--- src/rtl/rover_drive_ctrl.sv ---
// rover_drive_ctrl
// Converts the navigation FSM state code into left/right wheel drive
// signals for an H-bridge. Direction reversals always go through a
// ramp-down to zero duty, a fixed brake dwell, then a ramp-up in the new
// direction, so the motors are never driven against their own momentum.
//
// Ports:
//   clk    in   system clock
//   reset  in   synchronous, active-high reset
//   state  in   [2:0] navigation state code from the upstream FSM
//   pwm_l  out  left wheel PWM
//   pwm_r  out  right wheel PWM
//   dir_l  out  left direction (1 = forward, 0 = reverse)
//   dir_r  out  right direction (1 = forward, 0 = reverse)
//   brake  out  H-bridge brake enable
//   busy   out  drive not yet settled at its target
module rover_drive_ctrl #(
    parameter int PWM_BITS     = 8,
    parameter int MAX_DUTY     = 240,
    parameter int HALF_DUTY    = 120,
    parameter int TURN_DUTY    = 96,
    parameter int RAMP_STEP    = 16,
    parameter int RAMP_DIV     = 4,
    parameter int BRAKE_CYCLES = 8
) (
    input  logic       clk,
    input  logic       reset,
    input  logic [2:0] state,
    output logic       pwm_l,
    output logic       pwm_r,
    output logic       dir_l,
    output logic       dir_r,
    output logic       brake,
    output logic       busy
);

    localparam int DIV_W = (RAMP_DIV > 1) ? $clog2(RAMP_DIV) : 1;
    localparam int BRK_W = (BRAKE_CYCLES > 1) ? $clog2(BRAKE_CYCLES) : 1;
    localparam logic [DIV_W-1:0]    DIV_LAST = DIV_W'(RAMP_DIV - 1);
    localparam logic [BRK_W-1:0]    BRK_LOAD = BRK_W'(BRAKE_CYCLES - 1);
    localparam logic [PWM_BITS-1:0] STEP     = PWM_BITS'(RAMP_STEP);

    typedef enum logic [1:0] {
        RUN     = 2'd0,
        RAMP_DN = 2'd1,
        BRAKE   = 2'd2
    } fsm_t;

    // Target duty for a navigation code; STOP and HOLD request zero.
    function automatic logic [PWM_BITS-1:0] tgt_duty(input logic [2:0] code);
        case (code)
            3'b001:  return PWM_BITS'(MAX_DUTY);
            3'b010:  return PWM_BITS'(HALF_DUTY);
            3'b011:  return PWM_BITS'(TURN_DUTY);
            3'b100:  return PWM_BITS'(TURN_DUTY);
            3'b101:  return PWM_BITS'(HALF_DUTY);
            3'b110:  return PWM_BITS'(TURN_DUTY);
            default: return '0;
        endcase
    endfunction

    // Target directions as {dont_care, dir_l, dir_r}.
    function automatic logic [2:0] tgt_dirs(input logic [2:0] code);
        case (code)
            3'b001:  return 3'b011;
            3'b010:  return 3'b011;
            3'b011:  return 3'b001;
            3'b100:  return 3'b010;
            3'b101:  return 3'b000;
            3'b110:  return 3'b000;
            default: return 3'b111;
        endcase
    endfunction

    // One ramp step toward target; lands exactly on target when closer
    // than one step, so it can neither overshoot nor wrap.
    function automatic logic [PWM_BITS-1:0] ramp_toward(input logic [PWM_BITS-1:0] cur,
                                                        input logic [PWM_BITS-1:0] tgt);
        if (cur < tgt) begin
            return ((tgt - cur) < STEP) ? tgt : cur + STEP;
        end else if (cur > tgt) begin
            return ((cur - tgt) < STEP) ? tgt : cur - STEP;
        end
        return cur;
    endfunction

    // Decrement by one step, saturating at zero.
    function automatic logic [PWM_BITS-1:0] sat_dec(input logic [PWM_BITS-1:0] cur);
        return (cur < STEP) ? '0 : cur - STEP;
    endfunction

    logic [2:0]          state_q;
    fsm_t                fsm;
    logic [PWM_BITS-1:0] duty;
    logic [BRK_W-1:0]    brk_cnt;
    logic [DIV_W-1:0]    div_cnt;
    logic [PWM_BITS-1:0] pwm_cnt;

    logic [2:0]          cur_dirs;
    logic [PWM_BITS-1:0] cur_duty;
    logic                dir_match;
    logic                tick;

    fsm_t                nxt_fsm;
    logic [PWM_BITS-1:0] nxt_duty;
    logic                nxt_dir_l;
    logic                nxt_dir_r;
    logic [BRK_W-1:0]    nxt_brk;
    logic [DIV_W-1:0]    nxt_div;
    logic [PWM_BITS-1:0] nxt_pwm;
    logic                nxt_pwm_on;
    logic                nxt_brake;
    logic                nxt_busy;

    assign cur_dirs  = tgt_dirs(state_q);
    assign cur_duty  = tgt_duty(state_q);
    assign dir_match = cur_dirs[2] || ((cur_dirs[1] == dir_l) && (cur_dirs[0] == dir_r));
    assign tick      = (div_cnt == DIV_LAST);

    always_comb begin
        nxt_fsm   = fsm;
        nxt_duty  = duty;
        nxt_dir_l = dir_l;
        nxt_dir_r = dir_r;
        nxt_brk   = brk_cnt;
        case (fsm)
            RUN: begin
                if (!dir_match) begin
                    nxt_fsm = RAMP_DN;
                end else if (tick) begin
                    nxt_duty = ramp_toward(duty, cur_duty);
                end
            end
            RAMP_DN: begin
                // Runs to zero regardless of what the target does meanwhile.
                if (duty == '0) begin
                    nxt_fsm = BRAKE;
                    nxt_brk = BRK_LOAD;
                end else if (tick) begin
                    nxt_duty = sat_dec(duty);
                end
            end
            BRAKE: begin
                if (brk_cnt == '0) begin
                    if (!cur_dirs[2]) begin
                        nxt_dir_l = cur_dirs[1];
                        nxt_dir_r = cur_dirs[0];
                    end
                    nxt_fsm = RUN;
                end else begin
                    nxt_brk = brk_cnt - 1'b1;
                end
            end
            default: nxt_fsm = RUN;
        endcase

        nxt_div = tick ? '0 : div_cnt + 1'b1;
        nxt_pwm = pwm_cnt + 1'b1;

        // Outputs are registered from next-state values so they line up
        // with the internal state they describe, without an extra cycle.
        nxt_pwm_on = (nxt_pwm < nxt_duty) && (nxt_fsm != BRAKE);
        nxt_brake  = (nxt_fsm == BRAKE) ||
                     ((nxt_fsm == RUN) && (nxt_duty == '0) && (state == 3'b111));
        nxt_busy   = (nxt_fsm != RUN) || (nxt_duty != tgt_duty(state));
    end

    always_ff @(posedge clk) begin
        if (reset) begin
            state_q <= 3'b000;
            fsm     <= RUN;
            duty    <= '0;
            brk_cnt <= '0;
            div_cnt <= '0;
            pwm_cnt <= '0;
            dir_l   <= 1'b1;
            dir_r   <= 1'b1;
            pwm_l   <= 1'b0;
            pwm_r   <= 1'b0;
            brake   <= 1'b0;
            busy    <= 1'b0;
        end else begin
            state_q <= state;
            fsm     <= nxt_fsm;
            duty    <= nxt_duty;
            brk_cnt <= nxt_brk;
            div_cnt <= nxt_div;
            pwm_cnt <= nxt_pwm;
            dir_l   <= nxt_dir_l;
            dir_r   <= nxt_dir_r;
            pwm_l   <= nxt_pwm_on;
            pwm_r   <= nxt_pwm_on;
            brake   <= nxt_brake;
            busy    <= nxt_busy;
        end
    end

endmodule

--- config.mk ---
export PLATFORM = sky130hd
export DESIGN_NAME = rover_drive_ctrl
export DESIGN_NICKNAME = d
export VERILOG_FILES = /design/src/rtl/rover_drive_ctrl.sv
export SDC_FILE = /design/constraint.sdc
export NUM_CORES = 1
export LEC_CHECK = 0
export ABC_AREA = 1
export CAP_MARGIN = 20
export CORE_ASPECT_RATIO = 1.5
export CORE_MARGIN = 2
export CORE_UTILIZATION = 61
export DETAILED_ROUTE_END_ITERATION = 16
export HOLD_SLACK_MARGIN = 0.06
export PLACE_DENSITY = 0.8
export SYNTH_ARGS = -nofsm -noshare
export SYNTH_HDL_FRONTEND = slang
export SYNTH_SLANG_ARGS = --single-unit
--- constraint.sdc ---
create_clock -name clk -period 4.6 [get_ports clk]
set_input_delay 0.92 -clock clk [delete_from_list [all_inputs] [get_ports clk]]
set_output_delay 0.92 -clock clk [all_outputs]
set_load 0.01 [all_outputs]
# Word level (Yosys, flattened, before mapping)
# Index checks and enable logic that the tools add are counted.
word_totals:
  regBits: 31
  inputBits: 5
  word_cells: 97
classes:
  addsub: 7
  n_lt_le_gt_ge: 6
  eq_ne: 23
  mux: 26
  bitwise: 1
  reduce_logical: 23
op_table:
  columns: ["op", "count"]
  rows:
  - ["$mux W8", 10]
  - ["$pmux W8 S3", 2]
  - ["$lt A8 B5 Y1 const B", 3]
  - ["$eq A3 B3 Y1 const B", 7]
  - ["$logic_not A8 Y1", 2]
  - ["$lt A8 B8 Y1", 2]
  - ["$pmux W8 S2", 1]
  - ["$sub A8 B8 Y8", 2]
  - ["$eq A3 B2 Y1 const B", 4]
  - ["$pmux W3 S4", 1]
  - ["$reduce_or A2 Y1", 5]
  - ["$add A8 B1 Y8 const B", 1]
  - ["$add A8 B5 Y8 const B", 1]
  - ["$gt A8 B8 Y1", 1]
  - ["$ne A8 B8 Y1", 1]
  - ["$sub A8 B5 Y8 const B", 1]
  - ["$eq A2 B2 Y1 const B", 3]
  - ["$eq A3 B1 Y1 const B", 2]
  - ["$mux W2", 3]
  - ["$mux W3", 2]
  - ["$ne A2 B2 Y1 const B", 3]
  - ["$pmux W2 S3", 1]
  - ["$pmux W3 S2", 1]
  - ["$reduce_and A3 Y1", 2]
  - ["other kinds (12)", 25]

# Logic depth before layout (Yosys ltp)
logic_depth:
  word_depth: 17
  depth_mapped: 30
  mapped_depth_nobuf: 30

# Least setup slack after synthesis
# No wires, ideal clock.
synth_path:
  path_kind: "register to register"
  startpoint: "reg state_q[2]"
  endpoint: "reg pwm_r"
  t_arrival_ps: 3166
  required_ps: 4530
  path_slack_ps: 1365
  stages_incl_launch_ff: 28
  n_path_buf: 2
  path_cell_list: "dfxtp_1 buf_4 nand2_1 inv_2 nor2_4 inv_2 ha_1 buf_6 a21oi_2 nand2_1 nand2_1 nand2_1 nand3_1 inv_2 nand2_1 nor2_1 nor3_1 nand3_1 nand2_1 nand2_1 nand2_1 inv_1 ha_1 a21oi_1 nor2_1 a2111oi_0 nand2_1 a21oi_1"
synth_via:
  elab_chain_cells: 15
  word_cells_on_any_way: 40
synth_rtl:
  columns: ["item", "line", "rtl"]
  rows:
  - ["start, declared", "92", "logic [2:0] state_q;"]
  - ["start signal, assigned", "183", "state_q <= state;"]
  - ["parallel branches: the longest is 14 deep, another holds $sub A8 B8 Y8", null, null]
  - ["$logic_and A1 B1 Y1 *", "162", "nxt_pwm_on = (nxt_pwm < nxt_duty) && (nxt_fsm != BRAKE);"]
  - ["end signal, assigned", "192", "pwm_r <= nxt_pwm_on;"]
  - ["end, declared", "30", "output logic pwm_r,"]
# Mark *: on every way between the ends. The select of a mux whose other input is x is not followed.
# A chain may end at the register's enable or synchronous reset.

# Worst setup path after layout
layout_path:
  startpoint: "reg state_q[0]"
  endpoint: "reg pwm_r"
# Same word-level chain as after synthesis.

==> out/metrics.yaml <==
synth-edff-count: 0
cts_resized: 0
cts_tree: "built"
start_util: 0.636
antenna_found_initial: 0
fin_crit_ps: 3850
syn_nets: 411
dieArea_um2: 4630
dpl.hpwl_um: 4480
vias_per_cell: 5.33
synthFlopType: "dfxtp_1"
outcome: "finished clean"
r2r-start: "state_q[0]"
routed_wl_um: 5510
yosysMostFrequentCell: "nand2_1"
num_rows: 28
grt_start_max_net_pins: 29
yosysUniqueCellTypes: 36
path_class: "reg2reg"
slew_viol_final: 0
cts_num_sinks: 31
clk_latency_ps: 290
fin_ws_ps: 754
ff2ff_setup_slack_ps: 750
cts_root_buffer: "clkbuf_8"
ant_nets: 0
n_antenna_cell: 0
drc: 0
critPathCapture: "pwm_r"
start_kind: "register"
max_slew_margin: 0.356
grt_pass1_vias: 2169
pin_count: 11
nets: 422
irDropWorstVdd_v: 0.000318
wire_per_inst_um: 12.5
hold_viol: 0
numPortBuffers: 10
postLayoutCellArea_um2: 2750
drtIter0Drc: 134
critPathMaxFanout: 4
htreeDepth: 2
areaGrowthSynthToFinish_pct: 10.2
grt_pass1_wl_um: 9270
core_um2: 3920
synthTopCellsByArea: "dfxtp_1 (25%), nand2_1 (11%), ha_1 (11%), inv_1 (9.8%), nor2_1 (8.0%)"
post_cts_buffers: 0
hold_path_class: "reg2reg"
fin_skew_ps: 5.57
period_share: 0.836
reg2reg_depth: 25
synth_warnings: 0
synthTopCellsByCount: "nand2_1 (75), inv_1 (65), nor2_1 (53), nand3_1 (35), dfxtp_1 (31)"
placed_area_um2: 2610
cts.clk_slew.worst_paths_ps: 70
syn_area_um2: 2490
rsz0062_at_grt: "false"
p_per_area_nw_per_um2: 335
track_usage: 0.254
synth_cells: 384
cts_buffers: 5
crit_required_ps: 4820
setup_tns_ps: 0
die_y_um: 82.3
pre_cts_slack_ps: 821
holdBufCountCts: 0
power_uw: 922
crit_start: "state_q[0]"
synth_area_leader_cell: "dfxtp_1"
syn_area_per_cell_um2: 6.50
fmax_mhz: 260
drt_pre_antenna_iters: 4
globalplace.congestion: 0.903
critPathCaptureType: "register"
setup_violations: 0
cts.path.max_buffers: 2
async_flop_share: 0
leakage_uw: 0.00141
ys_ff_latch: 31
gr-total-overflow: 0
r2r_end: "pwm_r"
die_x_um: 56.2
yosys.area.top_type_share: 0.249
vias: 2351
cp_data_arrival_time_ps: 4070
drive_gt1_frac: 0.104
worstMarginPinSlew_ps: 964
ys_seq_area_frac: 0.249
cap_violations: 0
==> cells in the final DEF (no fill, tap or decap), drive strengths merged, types with 2 or more instances in the layout <==
cell,netlist,layout
a21oi,22,22
bufinv,0,2
clkbuf,1,5
clkdlybuf4s50,0,10
dfxtp,31,31
ha,21,21
inv,72,72
nand2,90,90
nand3,36,36
nand4,4,4
nor2,57,57
nor3,8,8
nor3b,2,2
o211ai,6,6
o21ai,12,12
o21bai,2,2
xnor2,3,3
xor2,6,6
==> worst min path at each step <==
| stage | startpoint | cells after the start | end | slack, ps |
|---|---|---|---|---|
| finish | div_cnt[0] | 1 | div_cnt[0] | 430 |
| global route | div_cnt[0] | 1 | div_cnt[0] | 450 |
| CTS | div_cnt[0] | 1 | div_cnt[0] | 430 |
| detailed placement | div_cnt[0] | 1 | div_cnt[0] | 420 |
| global placement | div_cnt[0] | 1 | div_cnt[0] | 410 |
| floorplan | div_cnt[0] | 1 | div_cnt[0] | 400 |
==> through the flow <==
step,utilization,hold WS [ps],std cells
finish,0.701,429,441
floorplan,-,404,384
global placement,0.666,413,433
CTS,0.701,434,441
detailed placement,0.666,424,433
global route,0.701,452,441
==> where the power goes <==
part           leakage [µW]  internal, µW  switching, µW
combinational       0.00109           108            190
clock             0.0000644           216            106
sequential         0.000253           287           15.2
total               0.00141           611            311
==> routing by layer <==
layer / part of all wire / vias to the layer above / global-route usage
li1: - / 1230 / -
met1: 0.42 / 1039 / 0.275
met2: 0.50 / 60 / 0.455
met3: 0.030 / 22 / 0.0452
met4: 0.056 / 0 / 0.164
met5: 0 / - / 0
==> final cells by class <==
type | instances | area (µm²)
multi-input combinational | 274 | 1560
fill | 345 | 1170
sequential | 31 | 621
inverter | 73 | 274
timing repair buffer | 10 | 100
clock buffer | 5 | 68.8
clock inverter | 3 | 67.6
tap | 45 | 56.3
==> flip-flops by register name, summed over array words and instances (netlist names) <==
name     flops
pwm_r        1
pwm_cnt      8
div_cnt      2
dir_l        1
duty         8
brk_cnt      3
busy         1
dir_r        1
state_q      3
brake        1
fsm          2
==> cell families (layout without fill, tap and decap cells) <==
group                    Yosys count  count (layout)  share of synthesized area
buffers and inverters             79              91                      0.125
AO/OA/AOI/OAI                     46              46                      0.117
adder cells (fa/ha/maj)           22              22                      0.113
XOR/XNOR                           9               9                     0.0316
AND/OR/NAND/NOR                  197             197                      0.364
flip-flops                        31              31                      0.249
==> worst max-delay path: stages (launching register included) <==
cell and delay (ps):
dfxtp_1 380, inv_2 50, nand2_2 90, inv_1 40
o21ai_0 330, inv_1 90, ha_1 210, inv_1 120
fa_1 420, a21oi_1 140, nand3_1 160, inv_2 100
nand2_1 80, nor2_1 140, nor3_1 70, nand3_1 60
nand2_1 50, nand2_1 50, nand2_1 80, inv_1 100
ha_1 250, a21oi_1 130, nor2_1 50, a2111oi_0 320
nand2_1 120, a21oi_1 140
(Power assumes the default switching activity.)
